<file path="src/rtl/shift_issue_if.sv">
`default_nettype none
// ============================================================================
//  Module      : shift_issue_if
//  Description : Handshake and operand bundle between the ID stage, the
//                shift issue register and the EX shifters.
//                slave  : seen from shift_issue_stage
//                master : seen from the driver of the issue stage (ID/EX/WB)
//  Signals     : i_flush, i_in_valid/o_in_ready, i_op, i_use_imm,
//                i_imm_shamt, i_rs1/2_addr, i_rs1/2_data, i_rd_addr,
//                i_ex_wen/rd/data, i_wb_wen/rd/data, o_out_valid/i_out_ready,
//                o_a, o_shamt, o_op, o_rd_addr
//  Revision    : 1.0 - initial release
// ============================================================================
interface shift_issue_if #(
    parameter int XLEN = 32
);
    logic            i_flush;
    logic            i_in_valid;
    logic            o_in_ready;
    logic [1:0]      i_op;
    logic            i_use_imm;
    logic [4:0]      i_imm_shamt;
    logic [4:0]      i_rs1_addr;
    logic [4:0]      i_rs2_addr;
    logic [XLEN-1:0] i_rs1_data;
    logic [XLEN-1:0] i_rs2_data;
    logic [4:0]      i_rd_addr;
    logic            i_ex_wen;
    logic [4:0]      i_ex_rd;
    logic [XLEN-1:0] i_ex_data;
    logic            i_wb_wen;
    logic [4:0]      i_wb_rd;
    logic [XLEN-1:0] i_wb_data;
    logic            o_out_valid;
    logic            i_out_ready;
    logic [XLEN-1:0] o_a;
    logic [4:0]      o_shamt;
    logic [1:0]      o_op;
    logic [4:0]      o_rd_addr;

    modport slave (
        input  i_flush, i_in_valid, i_op, i_use_imm, i_imm_shamt,
               i_rs1_addr, i_rs2_addr, i_rs1_data, i_rs2_data, i_rd_addr,
               i_ex_wen, i_ex_rd, i_ex_data, i_wb_wen, i_wb_rd, i_wb_data,
               i_out_ready,
        output o_in_ready, o_out_valid, o_a, o_shamt, o_op, o_rd_addr
    );

    modport master (
        output i_flush, i_in_valid, i_op, i_use_imm, i_imm_shamt,
               i_rs1_addr, i_rs2_addr, i_rs1_data, i_rs2_data, i_rd_addr,
               i_ex_wen, i_ex_rd, i_ex_data, i_wb_wen, i_wb_rd, i_wb_data,
               i_out_ready,
        input  o_in_ready, o_out_valid, o_a, o_shamt, o_op, o_rd_addr
    );
endinterface
`default_nettype wire

</file>
<file path="src/rtl/shift_issue_stage.sv">
`default_nettype none
// ============================================================================
//  Module      : shift_issue_stage
//  Description : ID->EX issue register for the SLL/SRL/SRA path. Resolves rs1
//                and the shift amount (rs2[4:0] or I-type shamt) with EX/WB
//                bypass at accept time and holds up to two ops in a
//                main + skid register pair so a stalled EX neither loses nor
//                duplicates an op.
//  Ports       : i_clk  - clock, rising edge
//                i_rst  - synchronous reset, active-high
//                bus    - shift_issue_if.slave (upstream handshake, operands,
//                         bypass buses, downstream handshake and operands)
//  Parameters  : XLEN   - operand width (shamt fixed at 5 bits)
//                FWD_EN - 1 enables EX/WB bypass on rs1/rs2
//  Revision    : 1.0 - initial release
// ============================================================================
module shift_issue_stage #(
    parameter int XLEN   = 32,
    parameter bit FWD_EN = 1'b1
) (
    input  wire logic       i_clk,
    input  wire logic       i_rst,
    shift_issue_if.slave    bus
);

    typedef enum logic [1:0] {
        S_EMPTY = 2'd0,
        S_ONE   = 2'd1,
        S_FULL  = 2'd2
    } state_t;

    state_t          r_state;
    state_t          w_state_nxt;

    logic [XLEN-1:0] r_main_a;
    logic [4:0]      r_main_shamt;
    logic [1:0]      r_main_op;
    logic [4:0]      r_main_rd;
    logic [XLEN-1:0] r_skid_a;
    logic [4:0]      r_skid_shamt;
    logic [1:0]      r_skid_op;
    logic [4:0]      r_skid_rd;

    logic            w_accept;
    logic            w_out_fire;
    logic            w_load_main;
    logic            w_load_skid;
    logic            w_skid_to_main;
    logic [XLEN-1:0] w_rs1;
    logic [XLEN-1:0] w_rs2;
    logic [4:0]      w_shamt;
    logic            w_unused_rs2_hi;

    // Bypass select: x0 is hard zero, then youngest producer (EX) wins over WB.
    function automatic logic [XLEN-1:0] f_fwd(
        input logic [4:0]      addr,
        input logic [XLEN-1:0] rf_data,
        input logic            ex_wen,
        input logic [4:0]      ex_rd,
        input logic [XLEN-1:0] ex_data,
        input logic            wb_wen,
        input logic [4:0]      wb_rd,
        input logic [XLEN-1:0] wb_data
    );
        logic [XLEN-1:0] v;
        v = rf_data;
        if (addr == 5'd0)
            v = '0;
        else if (FWD_EN && ex_wen && (ex_rd == addr))
            v = ex_data;
        else if (FWD_EN && wb_wen && (wb_rd == addr))
            v = wb_data;
        return v;
    endfunction

    always_comb begin
        w_rs1 = f_fwd(bus.i_rs1_addr, bus.i_rs1_data,
                      bus.i_ex_wen, bus.i_ex_rd, bus.i_ex_data,
                      bus.i_wb_wen, bus.i_wb_rd, bus.i_wb_data);
        w_rs2 = f_fwd(bus.i_rs2_addr, bus.i_rs2_data,
                      bus.i_ex_wen, bus.i_ex_rd, bus.i_ex_data,
                      bus.i_wb_wen, bus.i_wb_rd, bus.i_wb_data);
    end

    // Only the low five bits of rs2 form a shift amount.
    assign w_shamt         = bus.i_use_imm ? bus.i_imm_shamt : w_rs2[4:0];
    assign w_unused_rs2_hi = ^w_rs2[XLEN-1:5];

    // Ready/valid come straight from the state register, so o_in_ready has
    // no combinational path from i_out_ready.
    assign bus.o_in_ready  = (r_state != S_FULL);
    assign bus.o_out_valid = (r_state != S_EMPTY);
    assign w_accept        = bus.i_in_valid & bus.o_in_ready;
    assign w_out_fire      = bus.o_out_valid & bus.i_out_ready;

    always_ff @(posedge i_clk) begin
        if (i_rst)
            r_state <= S_EMPTY;
        else
            r_state <= w_state_nxt;
    end

    always_comb begin
        w_state_nxt    = r_state;
        w_load_main    = 1'b0;
        w_load_skid    = 1'b0;
        w_skid_to_main = 1'b0;
        case (r_state)
            S_EMPTY: begin
                if (w_accept) begin
                    w_state_nxt = S_ONE;
                    w_load_main = 1'b1;
                end
            end
            S_ONE: begin
                if (w_accept && !w_out_fire) begin
                    w_state_nxt = S_FULL;
                    w_load_skid = 1'b1;
                end else if (!w_accept && w_out_fire) begin
                    w_state_nxt = S_EMPTY;
                end else if (w_accept && w_out_fire) begin
                    w_load_main = 1'b1;
                end
            end
            S_FULL: begin
                if (w_out_fire) begin
                    w_state_nxt    = S_ONE;
                    w_skid_to_main = 1'b1;
                end
            end
            default: w_state_nxt = S_EMPTY;
        endcase
        // Flush kills everything held plus any op offered this cycle; data
        // registers are left stale since valid is dropped.
        if (bus.i_flush) begin
            w_state_nxt    = S_EMPTY;
            w_load_main    = 1'b0;
            w_load_skid    = 1'b0;
            w_skid_to_main = 1'b0;
        end
    end

    always_ff @(posedge i_clk) begin
        if (i_rst) begin
            r_main_a     <= '0;
            r_main_shamt <= '0;
            r_main_op    <= '0;
            r_main_rd    <= '0;
            r_skid_a     <= '0;
            r_skid_shamt <= '0;
            r_skid_op    <= '0;
            r_skid_rd    <= '0;
        end else begin
            if (w_load_main) begin
                r_main_a     <= w_rs1;
                r_main_shamt <= w_shamt;
                r_main_op    <= bus.i_op;
                r_main_rd    <= bus.i_rd_addr;
            end else if (w_skid_to_main) begin
                r_main_a     <= r_skid_a;
                r_main_shamt <= r_skid_shamt;
                r_main_op    <= r_skid_op;
                r_main_rd    <= r_skid_rd;
            end
            if (w_load_skid) begin
                r_skid_a     <= w_rs1;
                r_skid_shamt <= w_shamt;
                r_skid_op    <= bus.i_op;
                r_skid_rd    <= bus.i_rd_addr;
            end
        end
    end

    assign bus.o_a       = r_main_a;
    assign bus.o_shamt   = r_main_shamt;
    assign bus.o_op      = r_main_op;
    assign bus.o_rd_addr = r_main_rd;

endmodule
`default_nettype wire

</file>
<file path="src/flat_wrapper.sv">
// flat-port wrapper written by rule: the top's interface ports become plain ports
module shift_issue_stage_flat 
#(
    parameter int XLEN   = 32,
    parameter bit FWD_EN = 1'b1
)
  (i_clk, i_rst, bus_i_flush, bus_i_in_valid, bus_i_op, bus_i_use_imm, bus_i_imm_shamt, bus_i_rs1_addr, bus_i_rs2_addr, bus_i_rs1_data, bus_i_rs2_data, bus_i_rd_addr, bus_i_ex_wen, bus_i_ex_rd, bus_i_ex_data, bus_i_wb_wen, bus_i_wb_rd, bus_i_wb_data, bus_i_out_ready, bus_o_in_ready, bus_o_out_valid, bus_o_a, bus_o_shamt, bus_o_op, bus_o_rd_addr);
  shift_issue_if #(.XLEN(XLEN)) bus_i ();
  input  wire logic i_clk;
  input  wire logic i_rst;
  input wire logic [$bits(bus_i.i_flush)-1:0] bus_i_flush;
  input wire logic [$bits(bus_i.i_in_valid)-1:0] bus_i_in_valid;
  input wire logic [$bits(bus_i.i_op)-1:0] bus_i_op;
  input wire logic [$bits(bus_i.i_use_imm)-1:0] bus_i_use_imm;
  input wire logic [$bits(bus_i.i_imm_shamt)-1:0] bus_i_imm_shamt;
  input wire logic [$bits(bus_i.i_rs1_addr)-1:0] bus_i_rs1_addr;
  input wire logic [$bits(bus_i.i_rs2_addr)-1:0] bus_i_rs2_addr;
  input wire logic [$bits(bus_i.i_rs1_data)-1:0] bus_i_rs1_data;
  input wire logic [$bits(bus_i.i_rs2_data)-1:0] bus_i_rs2_data;
  input wire logic [$bits(bus_i.i_rd_addr)-1:0] bus_i_rd_addr;
  input wire logic [$bits(bus_i.i_ex_wen)-1:0] bus_i_ex_wen;
  input wire logic [$bits(bus_i.i_ex_rd)-1:0] bus_i_ex_rd;
  input wire logic [$bits(bus_i.i_ex_data)-1:0] bus_i_ex_data;
  input wire logic [$bits(bus_i.i_wb_wen)-1:0] bus_i_wb_wen;
  input wire logic [$bits(bus_i.i_wb_rd)-1:0] bus_i_wb_rd;
  input wire logic [$bits(bus_i.i_wb_data)-1:0] bus_i_wb_data;
  input wire logic [$bits(bus_i.i_out_ready)-1:0] bus_i_out_ready;
  output wire logic [$bits(bus_i.o_in_ready)-1:0] bus_o_in_ready;
  output wire logic [$bits(bus_i.o_out_valid)-1:0] bus_o_out_valid;
  output wire logic [$bits(bus_i.o_a)-1:0] bus_o_a;
  output wire logic [$bits(bus_i.o_shamt)-1:0] bus_o_shamt;
  output wire logic [$bits(bus_i.o_op)-1:0] bus_o_op;
  output wire logic [$bits(bus_i.o_rd_addr)-1:0] bus_o_rd_addr;
  assign bus_i.i_flush = bus_i_flush;
  assign bus_i.i_in_valid = bus_i_in_valid;
  assign bus_i.i_op = bus_i_op;
  assign bus_i.i_use_imm = bus_i_use_imm;
  assign bus_i.i_imm_shamt = bus_i_imm_shamt;
  assign bus_i.i_rs1_addr = bus_i_rs1_addr;
  assign bus_i.i_rs2_addr = bus_i_rs2_addr;
  assign bus_i.i_rs1_data = bus_i_rs1_data;
  assign bus_i.i_rs2_data = bus_i_rs2_data;
  assign bus_i.i_rd_addr = bus_i_rd_addr;
  assign bus_i.i_ex_wen = bus_i_ex_wen;
  assign bus_i.i_ex_rd = bus_i_ex_rd;
  assign bus_i.i_ex_data = bus_i_ex_data;
  assign bus_i.i_wb_wen = bus_i_wb_wen;
  assign bus_i.i_wb_rd = bus_i_wb_rd;
  assign bus_i.i_wb_data = bus_i_wb_data;
  assign bus_i.i_out_ready = bus_i_out_ready;
  assign bus_o_in_ready = bus_i.o_in_ready;
  assign bus_o_out_valid = bus_i.o_out_valid;
  assign bus_o_a = bus_i.o_a;
  assign bus_o_shamt = bus_i.o_shamt;
  assign bus_o_op = bus_i.o_op;
  assign bus_o_rd_addr = bus_i.o_rd_addr;
  shift_issue_stage #(.XLEN(XLEN), .FWD_EN(FWD_EN)) u_core (.i_clk(i_clk), .i_rst(i_rst), .bus(bus_i));
endmodule
</file>
<file path="config.mk">
export PLATFORM = sky130hd
export DESIGN_NAME = shift_issue_stage_flat
export DESIGN_NICKNAME = d
export VERILOG_FILES = /design/src/rtl/shift_issue_if.sv /design/src/rtl/shift_issue_stage.sv /design/src/flat_wrapper.sv
export SDC_FILE = /design/constraint.sdc
export NUM_CORES = 1
export LEC_CHECK = 0
export CAP_MARGIN = 30
export CORE_ASPECT_RATIO = 1.1
export CORE_MARGIN = 2
export CORE_UTILIZATION = 38
export CTS_CLUSTER_DIAMETER = 80
export DETAILED_ROUTE_END_ITERATION = 12
export GPL_TIMING_DRIVEN = 0
export PLACE_DENSITY = 0.75
export SETUP_SLACK_MARGIN = 0.3
export SLEW_MARGIN = 10
export SYNTH_ARGS = -nofsm -noshare
export SYNTH_HDL_FRONTEND = slang
export SYNTH_SLANG_ARGS = --single-unit
</file>
<file path="constraint.sdc">
create_clock -name i_clk -period 1.7 [get_ports i_clk]
set_input_delay 0.17 -clock i_clk [delete_from_list [all_inputs] [get_ports i_clk]]
set_output_delay 0.17 -clock i_clk [all_outputs]
set_load 0.03 [all_outputs]
</file>
==> impl_metrics.ini <==
[run_status]
status = finished, final reports clean

[cts]
cts_tree = yes
cts_buffers = 9
clockBufferDepth = 2
cts-root-buf = clkbuf_16
htreeDepth = 3
cts_sinks = 90
clkLatencyLatePin_ns = 0.34
clkTransAtPathRegs_ns = 0.06

[sta]
tightest_slew_ns = 0.5307
worst_clock_skew_ns = 0.008607
finalSetupTns_ns = 0
finalMaxSlewViolations = 0
fin_crit_ns = 1.686
setup_viol = 0
fmax_mhz = 593.1
rsz0062_at_grt = yes
holdWs_ns = 0.2922
hold_viol_final = 0
setup_slack_ns = 0.01396
relSlewSlack_pct = 64.62
min_period_over_period_pct = 99.18

[die]
io_pins = 214
dieArea_um2 = 13350
start_util_pct = 39.12
die_x_um = 110.4
core_um2 = 12090
num_rows = 42
die_h_um = 121.0

[drt]
met2_length_mm = 8.368
dr.pass1.iters = 4
avgViaCountPerCell = 5.602
wire_per_inst_um = 19.03
via_count = 4969
drc = 0
wl_met1_mm = 6.603
ant_nets = 0
dr.max_layer_used = met4
met3_length_mm = 1.397
routed_wl_mm = 16.88
drt_iter0_drc = 242

[placed_design]
numPortBuffers = 185
place_hpwl_mm = 12.09
place_ws_ns = -0.7551
gp_congestion = 0.8491
dp.cells = 838

[power]
static-leakage-power_nw = 3.271
seqPwrFrac_pct = 41.3
vdd_drop_max_mv = 0.3935
p_switching_w = 0.001423
p_int_w = 0.003936
p_comb_share_pct = 21.3
p_per_area_nw_per_um2 = 681.7
swShare_pct = 26.55
pwr-share-clk_pct = 37.4

[global_route]
grt_start_max_net_pins = 16
grt_pass1_wl_mm = 25.03
grt_pass1_vias = 4978
antenna_found_initial = 0
track_usage_pct = 24.19
grt_overflow = 0

[yosys]
syn_area_per_cell_um2 = 9.476
yosysTopAreaCell = dfxtp_1
yosysSeqAreaShare_pct = 38.11
ys_warn_count = 0
synth_cells = 499
netlist.area_leader.share_pct = 38.11
synth.net_count = 667
synthArstFlopShare_pct = 0
ys_types = 48
synth_area_leaders = dfxtp_1 (38%), a221o_1 (11%), mux2_4 (7.9%)
syn_area_um2 = 4728
synth_ff_type = dfxtp_1
synth_edf_count = 0
ys_ff_latch = 90

[cells_and_area]
syn_to_final_growth_pct = 66.26
final_cell_mix = clkdlybuf4s50_1 (115), dfxtp_1 (88), nand2_1 (63), a221o_1 (54), dlygate4sd2_1 (54)
fin_cells = 887
layout_commonest_cell = clkdlybuf4s50_1
utilization_pct = 65.04
fill_cells = 970
diodes = 0
nNetsFinal = 896
drive_above_1_share_pct = 25.92

[setup_path]
crit_arrival_ns = 1.91
crit_type = flip-flop to flip-flop
cp_max_fo = 10
worstPathRequired_ns = 1.92
cp-start-kind = flip-flop
end_kind = flip-flop

[hold_path]
hold_class = input port to flip-flop

[flow_run]
maxCapViolations = 0
-- kinds of logic after synthesis --
family | count (synthesis) | share of synthesized area, %
buffers and inverters | 36 | 3.864
AOI/OAI and AO/OA | 145 | 23.76
muxes | 44 | 12.15
DFF | 90 | 38.11
xor gates and xnor gates | 20 | 3.705
and+or+nand+nor | 164 | 18.42
-- cells in the mapped netlist (6+ instances only) --
cell	instances
clkbuf_1	11
o31ai_1	10
a22oi_1	7
xor2_1	7
a221oi_1	10
mux2i_1	12
xnor2_1	13
nor2_1	25
and2_1	33
nor3b_1	6
a21oi_1	38
a221o_1	54
mux2_4	25
mux2_2	7
nand2_1	68
buf_2	17
dfxtp_1	90
-- area by class of cell --
cell class	count	area [µm²]	share of cell area [%]
inverters	2	10.01	0.1273
clock inverters	6	66.31	0.8435
well taps	154	192.7	2.451
multi-input cells	373	3137	39.90
repair buffers	218	2100	26.71
clock buffers	10	229.0	2.913
plain buffers	34	317.8	4.043
flip-flops and latches	90	1809	23.01
-- layer usage --
metal  GRT usage, %  up-vias
met1          27.45     2379
met5              0        -
met3          5.800       37
met2          43.29      222
li1               -     2331
met4          8.906        0
-- sequential cells by signal (all words and copies together), names as in the netlist --
name / flops
u_core.bus.o_op: 2
u_core.r_state: 2
u_core.r_skid_rd: 5
u_core.bus.o_rd_addr: 5
u_core.bus.o_a: 32
u_core.r_skid_op: 2
u_core.r_skid_a: 32
u_core.bus.o_shamt: 5
u_core.r_skid_shamt: 5
-- critical path, stage by stage, from the launching register on --
cell      delay (ns)
dfxtp_4         0.35
nand2b_4        0.15
nor3b_4         0.23
buf_6           0.13
or2_0           0.09
buf_4           0.16
buf_8           0.14
a21oi_1         0.06
a221o_1         0.27
-- power by group through the flow --
stage          clock (W)  sequential, W  combinational (W)
6_report         0.00200        0.00221            0.00114
5_1_grt          0.00211        0.00222            0.00121
4_1_cts          0.00202        0.00221            0.00108
3_5_place_dp           0        0.00226            0.00104
3_3_place_gp           0        0.00226            0.00103
2_1_floorplan          0        0.00237           0.000355
-- timing repair --
| action | in CTS | in global routing |
|---|---|---|
| endpoints found under the hold margin | 0 | 0 |
| setup endpoints to repair | 132 | 89 |
| setup buffers | 21 | 8 |
| hold buffers | 0 | 0 |
| pin swaps | 19 | 33 |
| cloned | 4 | 0 |
| gates resized for setup | 180 | 57 |
-- per-stage QoR --
stage / total power [W] / cell area [µm²]
CTS: 0.005309 / 7632
finish: 0.005359 / 7861
floorplan: 0.002721 / 4850
global placement: 0.003283 / 6894
detailed placement: 0.003303 / 6894
global route: 0.005531 / 7861
-- worst paths after layout --
check	start	depth (start not counted)	slack (ns)	end
setup / recovery	u_core.r_state[1]$_SDFFE_PP0P_	8	0.01	u_core.bus.o_a[14]$_SDFFE_PP0P_
hold / removal	bus_i_out_ready	2	0.29	u_core.r_state[1]$_SDFFE_PP0P_
setup reg to reg	u_core.r_state[1]$_SDFFE_PP0P_	8	0.01	u_core.bus.o_a[14]$_SDFFE_PP0P_
hold reg to reg	u_core.bus.o_rd_addr[4]$_SDFFE_PP0P_	2	0.46	u_core.bus.o_rd_addr[4]$_SDFFE_PP0P_
No activity file was read; power rests on OpenSTA's default activity.
==> variant: new RTL, same settings <==
`FWD_EN` is set to 1'b1 in 2 places; all go to 1'b0.
--- a/src/rtl/shift_issue_stage.sv
+++ b/src/rtl/shift_issue_stage.sv
@@ -16,7 +16,7 @@
 // ============================================================================
 module shift_issue_stage #(
     parameter int XLEN   = 32,
-    parameter bit FWD_EN = 1'b1
+    parameter bit FWD_EN = 1'b0
 ) (
     input  wire logic       i_clk,
     input  wire logic       i_rst,
--- a/src/flat_wrapper.sv
+++ b/src/flat_wrapper.sv
@@ -2,7 +2,7 @@
 module shift_issue_stage_flat 
 #(
     parameter int XLEN   = 32,
-    parameter bit FWD_EN = 1'b1
+    parameter bit FWD_EN = 1'b0
 )
   (i_clk, i_rst, bus_i_flush, bus_i_in_valid, bus_i_op, bus_i_use_imm, bus_i_imm_shamt, bus_i_rs1_addr, bus_i_rs2_addr, bus_i_rs1_data, bus_i_rs2_data, bus_i_rd_addr, bus_i_ex_wen, bus_i_ex_rd, bus_i_ex_data, bus_i_wb_wen, bus_i_wb_rd, bus_i_wb_data, bus_i_out_ready, bus_o_in_ready, bus_o_out_valid, bus_o_a, bus_o_shamt, bus_o_op, bus_o_rd_addr);
   shift_issue_if #(.XLEN(XLEN)) bus_i ();
Formal check against the unedited RTL: not equivalent (a bounded check fails within 4 cycles, from zero or initial values and one cycle with i_rst high).
==> variant against the unedited design <==
Utilization down 2.2 points. Die area down 20%. Clock skew rose by 0.0073 ns. Total power fell by 17%. Synthesized area down 20%. Largest power group unchanged. Critical path type unchanged. Worst setup slack better by 0.087 ns. Wire length decreased by 26%. Non-clock buffer count fell by 70. Final cell count is 28% lower. Sequential cell count is the same. Final area shrank 22%.
==> variant: results (changes against the unedited design) <==
met3 capacity usage during global routing=5.30% (-0.50 points); Top delay family on crit path=buffers and inverters; met2 routed WL=6260 um (-25%); global routing usage on met1=28.9% (+1.5 points); non-filler cells, final=638 (-28%); Overall Global Routing Usage=22.4% (-1.8 points); Avg WL per Cell=19.7 um (+3.4%); Max Clock Skew=0.0159 ns (+0.00729 ns); share of layout cells above drive strength 1=25.5% (-0.44 points); placed insts=581 (-31%); Fill cells=755 (-22%); Clock Power=1.48 mW (-26%); Slew headroom=57.1% (-7.5 points); Reg clk slew, reported paths=0.09 ns (+0.03 ns); initial detailed-routing violation count=137 (-43%); Net Count, Synth=522 (-22%); status=complete, no violations; WHS=0.140 ns (-0.152 ns); Hold EP=u_core.r_skid_rd[3]$_SDFFE_PP0P_; top cells by count, synth=dfxtp_1, mux2i_1, o32ai_1; Pwr Total=4.44 mW (-17%); Mapped Cells=354 (-29%); post-synthesis xor/xnor area fraction=0% (-3.7 points); DR pass1 iterations=7 (+3); root buf cell=clkbuf_8; Reg-to-Reg End=u_core.bus.o_a[5]$_SDFFE_PP0P_; metal1 wirelength=5240 um (-21%); HPWL after detailed placement=7280 um (-40%); met3 WL post-DR=831 um (-41%); Final Wtd Congestion=0.825 (-2.9%); Netlist cell types=36 (-25%); Seq/Total Area, Yosys=47.9% (+9.8 points); GR Util met2=37.0% (-6.3 points); crit path DAT=1.85 ns (-0.06 ns); Worst Setup Slack, final=0.101 ns (+0.0871 ns); crit start category=flip-flop; internal cell power=3.21 mW (-18%); Worst Path Max Fanout=6 (-4); reg2reg path depth=7 (-1); Peak VDD IR=0.000346 V (-12%); first-pass GRT wire length=19000 um (-24%); placed cell area=0.00501 sq mm (-27%); fraction of synthesized area in multiplexers=11.2% (-0.96 points); Vias=3603 (-27%); clk_lat worst skew=0.37 ns (+0.03 ns); reg2reg start=u_core.r_state[0]$_SDFFE_PP0P_; slowest CP cell=dfxtp_2; top post-synthesis cells by area=dfxtp_1, mux2i_1, o32ai_1; DP Worst Slack=-0.374 ns (+0.381 ns); HP Start=i_rst; Final nets=682 (-24%)
-- variant: cell types whose count changed in the layout (fill, tap and decap cells not counted), sizes merged, moves of 10 or more --
cell / unedited run / this run
a21oi: 38 / 18
a221o: 54 / 0
a221oi: 10 / 0
a22o: 0 / 31
and2: 33 / 0
clkdlybuf4s50: 115 / 56
inv: 3 / 32
mux2: 32 / 0
mux2i: 12 / 42
nand2: 70 / 4
nor2: 30 / 3
o32ai: 5 / 37
xnor2: 13 / 0
-- variant: layout make-up --
cell class	count	area (sq um)	share of cell area, %
plain buffers	33	368	6.01
clock inverters	6	68.8	1.12
well taps	120	150	2.45
repair buffers	149	1650	26.9
multi-input cells	198	1830	29.9
inverters	33	124	2.02
flip-flops and latches	90	1810	29.5
clock buffers	9	124	2.02
-- variant: timing repair --
action	4_1_cts	5_1_grt
pin swaps	19	26
resized for setup	128	56
setup endpoints to repair	125	92
gates cloned	11	0
buffers inserted	31	0
